$ cat config.mk
export PLATFORM = sky130hd
export DESIGN_NAME = xdrop_score_accumulator
export DESIGN_NICKNAME = d
export VERILOG_FILES = /design/src/rtl/xdrop_score_accumulator_pkg.sv /design/src/rtl/xdrop_score_accumulator_score_sat_add.sv /design/src/rtl/xdrop_score_accumulator.sv
export SDC_FILE = /design/constraint.sdc
export NUM_CORES = 1
export LEC_CHECK = 0
export CAP_MARGIN = 20
export CORE_MARGIN = 8
export CORE_UTILIZATION = 61
export CTS_BUF_LIST = sky130_fd_sc_hd__clkbuf_2 sky130_fd_sc_hd__clkbuf_4 sky130_fd_sc_hd__clkbuf_8
export CTS_CLUSTER_DIAMETER = 50
export DETAILED_ROUTE_END_ITERATION = 16
export GPL_ROUTABILITY_DRIVEN = 0
export PLACE_DENSITY_LB_ADDON = 0.2
export SKIP_LAST_GASP = 1
export SYNTH_ARGS = -nofsm -noshare
export SYNTH_HDL_FRONTEND = slang
export SYNTH_HIERARCHICAL = 1
export SYNTH_SLANG_ARGS = --single-unit
$ cat constraint.sdc
create_clock -name clk -period 10.5 [get_ports clk]
set_input_delay 3.15 -clock clk [delete_from_list [all_inputs] [get_ports clk]]
set_output_delay 3.15 -clock clk [all_outputs]
set_load 0.02 [all_outputs]
$ cat src/rtl/xdrop_score_accumulator_pkg.sv
// ---------------------------------------------------------------------------
// xdrop_score_accumulator_pkg
// Shared definitions for the ungapped-extension datapath.
//   - 2-bit score encodings emitted by the score selector (signed two's
//     complement: match +1, mismatch -1, gap -2, zero 0).
//   - State encoding for the X-drop score accumulator FSM.
// ---------------------------------------------------------------------------
package xdrop_score_accumulator_pkg;

  localparam logic [1:0] SC_ZERO     = 2'b00;
  localparam logic [1:0] SC_MATCH    = 2'b01;
  localparam logic [1:0] SC_GAP      = 2'b10;
  localparam logic [1:0] SC_MISMATCH = 2'b11;

  typedef enum logic [1:0] {
    ST_IDLE   = 2'd0,
    ST_EXTEND = 2'd1,
    ST_DONE   = 2'd2
  } state_t;

endpackage

$ cat src/rtl/xdrop_score_accumulator_score_sat_add.sv
// ---------------------------------------------------------------------------
// score_sat_add
// Combinational signed saturating adder: sum = sat(acc + sext(score)).
// Ports:
//   acc   in  SCORE_W  current signed accumulator value
//   score in  2        selector score code (see package encodings)
//   sum   out SCORE_W  acc plus decoded score, clamped to the signed range
// ---------------------------------------------------------------------------
module score_sat_add
  import xdrop_score_accumulator_pkg::*;
#(
  parameter int SCORE_W = 16
) (
  input  logic [SCORE_W-1:0] acc,
  input  logic [1:0]         score,
  output logic [SCORE_W-1:0] sum
);

  logic [SCORE_W:0] incr;
  logic [SCORE_W:0] wide;

  // Decode the score into a sign-extended increment and add one bit wider
  // than the accumulator; the top two bits disagreeing means the true result
  // left the signed range, and the extra top bit tells which way it went.
  always_comb begin
    incr = '0;
    case (score)
      SC_MATCH:    incr = (SCORE_W+1)'(1);
      SC_MISMATCH: incr = '1;
      SC_GAP:      incr = {{(SCORE_W){1'b1}}, 1'b0};
      SC_ZERO:     incr = '0;
      default:     incr = '0;
    endcase
    wide = {acc[SCORE_W-1], acc} + incr;
    if (wide[SCORE_W] != wide[SCORE_W-1]) begin
      if (wide[SCORE_W]) begin
        sum = {1'b1, {(SCORE_W-1){1'b0}}};
      end else begin
        sum = {1'b0, {(SCORE_W-1){1'b1}}};
      end
    end else begin
      sum = wide[SCORE_W-1:0];
    end
  end

endmodule

$ cat src/rtl/xdrop_score_accumulator.sv
// ---------------------------------------------------------------------------
// xdrop_score_accumulator
// Accumulates per-position selector scores, tracks the running maximum and
// where it was first reached, and terminates an extension on X-drop
// (max - current >= XDROP) or on the last beat. The result record is held
// for the hit-reporting stage behind a valid/ready handshake.
// Ports:
//   clk, rst          clock, synchronous active-high reset
//   start             begin an extension (IDLE only)
//   in_valid/in_ready beat handshake; in_score 2-bit score, in_last final beat
//   out_valid/out_ready result handshake
//   out_max_score     best accumulated score (signed, >= 0)
//   out_max_pos       1-based beat index of first max, 0 if max stayed 0
//   out_len           beats consumed
//   out_xdrop         1 = ended by X-drop, 0 = ended by in_last
// ---------------------------------------------------------------------------
module xdrop_score_accumulator
  import xdrop_score_accumulator_pkg::*;
#(
  parameter int SCORE_W = 16,
  parameter int POS_W   = 16,
  parameter int XDROP   = 4
) (
  input  logic               clk,
  input  logic               rst,
  input  logic               start,
  input  logic               in_valid,
  input  logic [1:0]         in_score,
  input  logic               in_last,
  output logic               in_ready,
  output logic               out_valid,
  input  logic               out_ready,
  output logic [SCORE_W-1:0] out_max_score,
  output logic [POS_W-1:0]   out_max_pos,
  output logic [POS_W-1:0]   out_len,
  output logic               out_xdrop
);

  localparam logic signed [SCORE_W:0] XDROP_T = (SCORE_W+1)'(XDROP);

  state_t state_q, state_d;

  logic signed [SCORE_W-1:0] acc_q, max_q;
  logic [POS_W-1:0]          pos_q, max_pos_q;

  logic [SCORE_W-1:0]        sum;
  logic signed [SCORE_W-1:0] acc_n, max_n;
  logic [POS_W-1:0]          pos_n, max_pos_n;
  logic signed [SCORE_W:0]   drop;
  logic                      beat, xdrop_hit, term;

  logic [SCORE_W-1:0]        res_max_q;
  logic [POS_W-1:0]          res_pos_q, res_len_q;
  logic                      res_xdrop_q;

  score_sat_add #(.SCORE_W(SCORE_W)) u_add (
    .acc   (acc_q),
    .score (in_score),
    .sum   (sum)
  );

  // Per-beat datapath: next accumulator, saturating position, strict-greater
  // max update (ties keep the earlier position) and the X-drop test, which is
  // done one bit wider so max minus a very negative acc cannot overflow.
  always_comb begin
    beat      = (state_q == ST_EXTEND) && in_valid;
    acc_n     = sum;
    pos_n     = (pos_q == '1) ? pos_q : pos_q + POS_W'(1);
    max_n     = max_q;
    max_pos_n = max_pos_q;
    if (acc_n > max_q) begin
      max_n     = acc_n;
      max_pos_n = pos_n;
    end
    drop      = {max_n[SCORE_W-1], max_n} - {acc_n[SCORE_W-1], acc_n};
    xdrop_hit = (drop >= XDROP_T);
    term      = beat && (xdrop_hit || in_last);
  end

  // State register.
  always_ff @(posedge clk) begin
    if (rst) begin
      state_q <= ST_IDLE;
    end else begin
      state_q <= state_d;
    end
  end

  // Next-state logic and handshake outputs, which depend on state alone.
  always_comb begin
    state_d   = state_q;
    in_ready  = 1'b0;
    out_valid = 1'b0;
    case (state_q)
      ST_IDLE: begin
        if (start) state_d = ST_EXTEND;
      end
      ST_EXTEND: begin
        in_ready = 1'b1;
        if (term) state_d = ST_DONE;
      end
      ST_DONE: begin
        out_valid = 1'b1;
        if (out_ready) state_d = ST_IDLE;
      end
      default: state_d = ST_IDLE;
    endcase
  end

  // Working registers and the held result record. A start in IDLE clears
  // everything; the result record is only written on the terminating beat,
  // so it stays stable through DONE and afterwards in IDLE.
  always_ff @(posedge clk) begin
    if (rst) begin
      acc_q       <= '0;
      max_q       <= '0;
      pos_q       <= '0;
      max_pos_q   <= '0;
      res_max_q   <= '0;
      res_pos_q   <= '0;
      res_len_q   <= '0;
      res_xdrop_q <= 1'b0;
    end else if ((state_q == ST_IDLE) && start) begin
      acc_q       <= '0;
      max_q       <= '0;
      pos_q       <= '0;
      max_pos_q   <= '0;
      res_max_q   <= '0;
      res_pos_q   <= '0;
      res_len_q   <= '0;
      res_xdrop_q <= 1'b0;
    end else if (beat) begin
      acc_q     <= acc_n;
      max_q     <= max_n;
      pos_q     <= pos_n;
      max_pos_q <= max_pos_n;
      if (term) begin
        res_max_q   <= max_n;
        res_pos_q   <= max_pos_n;
        res_len_q   <= pos_n;
        res_xdrop_q <= xdrop_hit;
      end
    end
  end

  assign out_max_score = res_max_q;
  assign out_max_pos   = res_pos_q;
  assign out_len       = res_len_q;
  assign out_xdrop     = res_xdrop_q;

endmodule

# After elaboration in Yosys (flattened, before gate mapping)

Cells that the tools add are included.

Bits of input ports: 8
Output and inout port bits: 51
Logic and storage cells: 45
Bits in registers: 115

Order comparisons: 2
$add $sub $neg: 3
Reduce and logical (&&, ||, !) cells: 9
Eq/ne operators: 10
Muxes and demuxes: 12

Operator list:

| cell                                                                                 | count |
|---|---|
| 16-bit two-way mux                                                                   | 5 |
| 17-bit one-hot mux with 4 select lines                                               | 1 |
| 17-bit adder                                                                         | 1 |
| 17-bit by 4-bit greater-or-equal comparator with 1-bit output, second input constant | 1 |
| 16-bit by 16-bit subtractor with 17-bit output                                       | 1 |
| 16-bit by 1-bit adder with 16-bit output, second input constant                      | 1 |
| 16-bit == test, second input constant                                                | 1 |
| 16-bit > comparator                                                                  | 1 |
| 2-bit == test, second input constant                                                 | 3 |
| 2-bit two-way mux                                                                    | 3 |
| 2-bit inequality test, second input constant                                         | 3 |
| 2-bit one-hot mux with 3 select lines                                                | 1 |
| 2-bit by 1-bit == test with 1-bit output, second input constant                      | 2 |
| 2-bit logical NOT                                                                    | 2 |
| 1-bit logical AND                                                                    | 3 |
| 3-bit AND reduction                                                                  | 1 |
| 1-bit two-way mux                                                                    | 2 |
| 2-bit AND reduction                                                                  | 1 |
| 2-bit OR reduction                                                                   | 1 |
| 1-bit logical OR                                                                     | 1 |
| 1-bit inequality test                                                                | 1 |

# Longest topological paths before layout

Depth after elaboration: 13
Depth in mapped cells: 34
Mapped depth without buffers: 27

# Modules after synthesis

The synthesis kept the hierarchy.

By module, submodules not included:

| module                  | instances | cells each | seq. area each (um2) | area each (um2) |
|---|---|---|---|---|
| xdrop_score_accumulator | 1         | 837        | 2,302.2              | 6,501.2 |
| score_sat_add           | 1         | 133        | 0.0                  | 964.7 |

# Least setup slack after synthesis

OpenSTA, ideal clock, no wires.

Path type: input port to flip-flop
Start: input in_score[1]
End: register res_len_q[10], in the netlist out_len[10]
Stages on the path: 32
Slack: 0.634 ns
Setup time: 0.072 ns
Arrival: 9.794 ns
Required time: 10.428 ns
Path buffers: 7
Path through: clkbuf_1 -> buf_1 -> xor2_1 -> ha_1 -> or3_1 -> nor2_1 -> o2bb2ai_1 -> o32ai_4 -> a21oi_2 -> buf_6 -> a21oi_1 -> ha_1 -> nor2b_1 -> o21a_1 -> o211ai_1 -> a21oi_1 -> o211ai_1 -> clkbuf_1 -> a21oi_1 -> or2_2 -> ha_1 -> buf_2 -> a21oi_2 -> o21ai_1 -> or4_1 -> o211ai_1 -> o22ai_1 -> a2111o_1 -> o22ai_2 -> buf_6 -> buf_8 -> mux2i_1

Word-level cells in the longest chain between the ends: 12
Elaborated cells between the ends (all ways): 16
Those cells by class: add/sub (2); order compare (2); eq/ne (4); mux (4); reduce/logical (4)

RTL lines:

| what                                                               | line                                                                                     | RTL |
|---|---|---|
| start: declaration                                                 | xdrop_score_accumulator.sv:28                                                            | `input logic [1:0] in_score,` |
| 2-bit == test (tied with other cells)                              | xdrop_score_accumulator_score_sat_add.sv:27                                              | `case (score)` |
| 17-bit one-hot mux with 4 select lines *                           | xdrop_score_accumulator_score_sat_add.sv:27                                              |  |
| 17-bit adder *                                                     | xdrop_score_accumulator_score_sat_add.sv:34                                              | `wide = {acc[SCORE_W-1], acc} + incr;` |
| 16-bit two-way mux / 1-bit inequality test (equally long branches) | xdrop_score_accumulator_score_sat_add.sv:36, xdrop_score_accumulator_score_sat_add.sv:35 |  |
| 16-bit two-way mux *                                               | xdrop_score_accumulator_score_sat_add.sv:35                                              | `if (wide[SCORE_W] != wide[SCORE_W-1]) begin` |
| net acc_n[1]                                                       | xdrop_score_accumulator.sv:47                                                            | `logic signed [SCORE_W-1:0] acc_n, max_n;` |
| 16-bit > comparator *                                              | xdrop_score_accumulator.sv:71                                                            | `if (acc_n > max_q) begin` |
| 16-bit two-way mux *                                               | xdrop_score_accumulator.sv:71                                                            |  |
| net max_n[11]                                                      | xdrop_score_accumulator.sv:47                                                            |  |
| 16-bit by 16-bit subtractor with 17-bit output *                   | xdrop_score_accumulator.sv:75                                                            | `drop = {max_n[SCORE_W-1], max_n} - {acc_n[SCORE_W-1], acc_n};` |
| 17-bit by 4-bit greater-or-equal comparator with 1-bit output *    | xdrop_score_accumulator.sv:76                                                            | `xdrop_hit = (drop >= XDROP_T);` |
| 1-bit logical OR *                                                 | xdrop_score_accumulator.sv:77                                                            | `term = beat && (xdrop_hit \|\| in_last);` |
| 1-bit logical AND *                                                | xdrop_score_accumulator.sv:77                                                            |  |
| 2-bit AND reduction (no source line) *                             | -                                                                                        |  |
| end signal: assignment                                             | xdrop_score_accumulator.sv:140                                                           | `res_len_q <= pos_n;` |
| end: declaration                                                   | xdrop_score_accumulator.sv:53                                                            | `logic [POS_W-1:0] res_pos_q, res_len_q;` |

The timed path passes the listed nets; every way through them passes the cells marked *.
A chain may end at the register's enable or synchronous reset.

# Final worst setup path

Start: input in_score[1]
End: register res_len_q[12], in the netlist out_len[12]

Word-level cells in the longest chain between the ends: 12
Elaborated cells between the ends (all ways): 16
Those cells by class: add/sub (2); order compare (2); eq/ne (4); mux (4); reduce/logical (4)

RTL lines:

| what                                                               | line |
|---|---|
| 2-bit == test (tied with other cells)                              | xdrop_score_accumulator_score_sat_add.sv:27 |
| 17-bit one-hot mux with 4 select lines *                           | xdrop_score_accumulator_score_sat_add.sv:27 |
| 17-bit adder *                                                     | xdrop_score_accumulator_score_sat_add.sv:34 |
| 16-bit two-way mux / 1-bit inequality test (equally long branches) | xdrop_score_accumulator_score_sat_add.sv:36, xdrop_score_accumulator_score_sat_add.sv:35 |
| 16-bit two-way mux *                                               | xdrop_score_accumulator_score_sat_add.sv:35 |
| net acc_n[4]                                                       | xdrop_score_accumulator.sv:47 |
| 16-bit > comparator                                                | xdrop_score_accumulator.sv:71 |
| 16-bit two-way mux                                                 | xdrop_score_accumulator.sv:71 |
| 16-bit by 16-bit subtractor with 17-bit output *                   | xdrop_score_accumulator.sv:75 |
| 17-bit by 4-bit greater-or-equal comparator with 1-bit output *    | xdrop_score_accumulator.sv:76 |
| 1-bit logical OR *                                                 | xdrop_score_accumulator.sv:77 |
| 1-bit logical AND *                                                | xdrop_score_accumulator.sv:77 |
| 2-bit AND reduction (no source line) *                             | - |

Marked as above.

==> flow_summary.toml <==
[die]
initial_core_util_pct = 62.4
die_h_um = 127
rows = 40
io_pins = 59
core-area_um2 = 12000
die_x_um = 127
die_area_um2 = 16000

[grt]
antenna_found_initial = 0
grt_pass1_wl_um = 31700
grt_use_met2_pct = 36.5
grt_use_total_pct = 23.8
grt_overflow = 0
grt_use_met1_pct = 32.8
grt_util_met3_pct = 5.32
grt-busiest-layer = "met2"
grt_pass1_vias = 6479
grt_max_degree = 71

[sta]
min_period_ps = 9980
worstMarginPinSlew_ps = 1040
maxSlewViolCount = 0
setup_viol = 0
period_share_pct = 95.1
setup_ws_ps = 516
timing.fmax_mhz = 100
hold_viol = 0
finClkSkew_ps = 8.35
rsz0062_at_grt = "false"
slew-limit-headroom_pct = 30.7

[outcome]
status = "completed"

[detailed_routing]
drt-total-wl_um = 19000
drt-initial-drc-count = 722
first_pass_iters = 7
ant_nets = 0
drc = 0
vias = 6985
avgViaCountPerCell = 5.96
routedWlPerCell_um = 16.2

[pwr]
vdd_ir_drop_max_mv = 0.0973
share_comb_of_total_power_pct = 51.2
power_mw = 1.85
intPower_mw = 1.07
pwr-share-clk_pct = 23.3
p_switching_mw = 0.774
p_per_area_nw_per_um2 = 214
leakagePower_nw = 3.37
power_frac_seq_pct = 25.5
swShare_pct = 41.9

[finish]
seqCellArea_um2 = 2300
final_nets = 1058
multiInputGateArea_um2 = 4780
layout-drive-gt1-share_pct = 10.4
synthToLayoutAreaGrowth_pct = 15.4
final.fill_count = 949
antenna-diode-count = 0

[setup_path]
cp-start-kind = "input port"
crit_type = "in2reg"
arrival_ps = 10350
cp-end-kind = "flop"
crit_required_ps = 10860
crit_fanout = 37

[clock_network]
clk_pin_slew_ps = 70
clock-sinks = 115
tritoncts = "done"
ctsHtreeMaxLevel = 4
cts_setup_buffers = 0
clk-insertion-delay-late_ps = 440
clock_path_buffers = 2
cts_buffers = 17
root_buffer = "clkbuf_8"

[logic_synthesis]
synth_cell_types = 73
yosysSeqAreaShare_pct = 30.8
synth_flop_cell = "dfxtp_1"
synth_edf_count = 0
syn_area_um2 = 7470
syn_inst = 970
ys_async_sr_fraction_pct = 0
synth.ff_latch_count = 115
avgSynthCellArea_um2 = 7.70
synth_nets = 1014
yosysWarnings = 6

[place]
hpwlAfterDp_um = 13700
portBuffers = 58
place_ws_ps = -131

[job]
maxCapViolations = 0

[worst_hold_path]
hold_path.class = "reg2reg"
-- state kept, by name, indices dropped and copies added, names as in the netlist --
register / count
out_len: 16
max_pos_q: 16
state_q: 2
pos_q: 16
out_max_score: 16
max_q: 16
out_xdrop: 1
acc_q: 16
out_max_pos: 16
-- stage by stage --
stage	hold WS (ps)	instances	util [%]	instance area, µm²	TNS (ps)
after global routing	480	1172	72.1	8620	0
after floorplan	426	970	-	7470	0
after global placement	442	1142	68.4	8180	0
after CTS	456	1172	71.7	8580	0
final	454	1172	72.1	8620	0
after detailed placement	446	1142	68.4	8180	-4570
-- kinds of logic after synthesis --
| kind of cell | share of synthesized area (%) |
|---|---|
| compound gates | 20.4 |
| xor+xnor | 4.58 |
| fa+ha+maj | 6.44 |
| buf+inv | 6.07 |
| flops | 30.8 |
| mux | 7.66 |
| simple gates | 24.0 |
-- cell type report --
type / count / share of cell area [%]
flip-flops and latches: 115 / 26.7
multi-input cells: 753 / 55.4
well taps: 147 / 2.13
repair buffers: 85 / 9.23
inverters: 42 / 1.83
clock buffers: 20 / 3.12
clock inverters: 10 / 1.55
-- power groups by stage --
stage | combinational [mW] | sequential (mW) | clock (mW)
2_1_floorplan | 0.684 | 0.484 | 0
3_3_place_gp | 0.886 | 0.479 | 0
3_5_place_dp | 0.898 | 0.480 | 0
4_1_cts | 0.909 | 0.470 | 0.434
5_1_grt | 1.04 | 0.473 | 0.452
6_report | 0.946 | 0.471 | 0.430
-- what timing repair did --
action                     in CTS  in global routing
hold buffers                    0                  0
setup endpoints to repair       0                 50
resized for setup               0                  8
-- layout by cell type (no fill, tap or decap), types with 18 or more instances in the layout --
| cell type | n |
|---|---|
| a21oi_1 | 83 |
| inv_1 | 42 |
| xor2_1 | 22 |
| nor3_1 | 26 |
| or2_2 | 18 |
| nand2_1 | 172 |
| mux2i_1 | 56 |
| buf_4 | 26 |
| o21ai_0 | 57 |
| dfxtp_1 | 115 |
| clkbuf_8 | 19 |
| nor2_1 | 52 |
| clkdlybuf4s50_1 | 58 |
| ha_1 | 35 |
| a211oi_1 | 19 |
| nand2b_1 | 19 |
| nand3_1 | 24 |
-- cells in the mapped netlist, types with 8 or more instances --
| library cell | instances | area (µm²) |
|---|---|---|
| o21ai_0 | 58 | 290 |
| a21o_1 | 12 | 90.1 |
| o211ai_1 | 17 | 128 |
| a211oi_1 | 19 | 143 |
| ha_1 | 35 | 438 |
| nand4_1 | 11 | 68.8 |
| nand2b_1 | 19 | 119 |
| a21oi_1 | 85 | 425 |
| xnor2_1 | 17 | 149 |
| clkbuf_1 | 38 | 143 |
| and2_1 | 10 | 62.6 |
| nand3_1 | 24 | 120 |
| nand2_1 | 172 | 646 |
| xor2_1 | 22 | 193 |
| nor2_1 | 53 | 199 |
| a21oi_2 | 8 | 70.1 |
| inv_1 | 42 | 158 |
| dfxtp_1 | 115 | 2300 |
| or2_2 | 18 | 113 |
| or3_1 | 8 | 50.1 |
| nor3_1 | 27 | 135 |
| mux2i_1 | 56 | 561 |
-- routing by layer --
| metal | share of wire (%) | up-vias |
|---|---|---|
| met5 | 0 | - |
| met2 | 44 | 237 |
| li1 | - | 3479 |
| met4 | 1.3 | 0 |
| met3 | 6.5 | 26 |
| met1 | 48 | 3243 |
-- worst max-delay path: stages --
cell	delay (ps)
clkdlybuf4s50_1	610
xor2_1	180
ha_1	250
nand3_1	120
nor3_1	180
o2bb2ai_1	200
o32ai_4	460
nand3_4	240
a21oi_2	310
ha_1	320
a2111oi_2	460
a21oi_2	140
o211ai_1	270
buf_4	260
nand3_1	110
and2_1	170
ha_1	200
fa_1	430
nand2b_1	190
a21o_1	250
a211oi_4	320
o311a_1	210
o22ai_1	90
a2111o_1	470
o22ai_4	180
buf_12	280
mux2i_1	230
-- worst paths after layout --
| path | from | to | slack (ps) | cells after the start |
|---|---|---|---|---|
| setup reg to reg | acc_q[1] | out_len[12] | 3370 | 26 |
| hold / removal | max_q[3] | max_q[3] | 450 | 2 |
| hold reg to reg | max_q[3] | max_q[3] | 450 | 2 |
| setup / recovery | in_score[1] | out_len[12] | 520 | 27 |
Note: power is estimated with default switching activity, not from simulation.
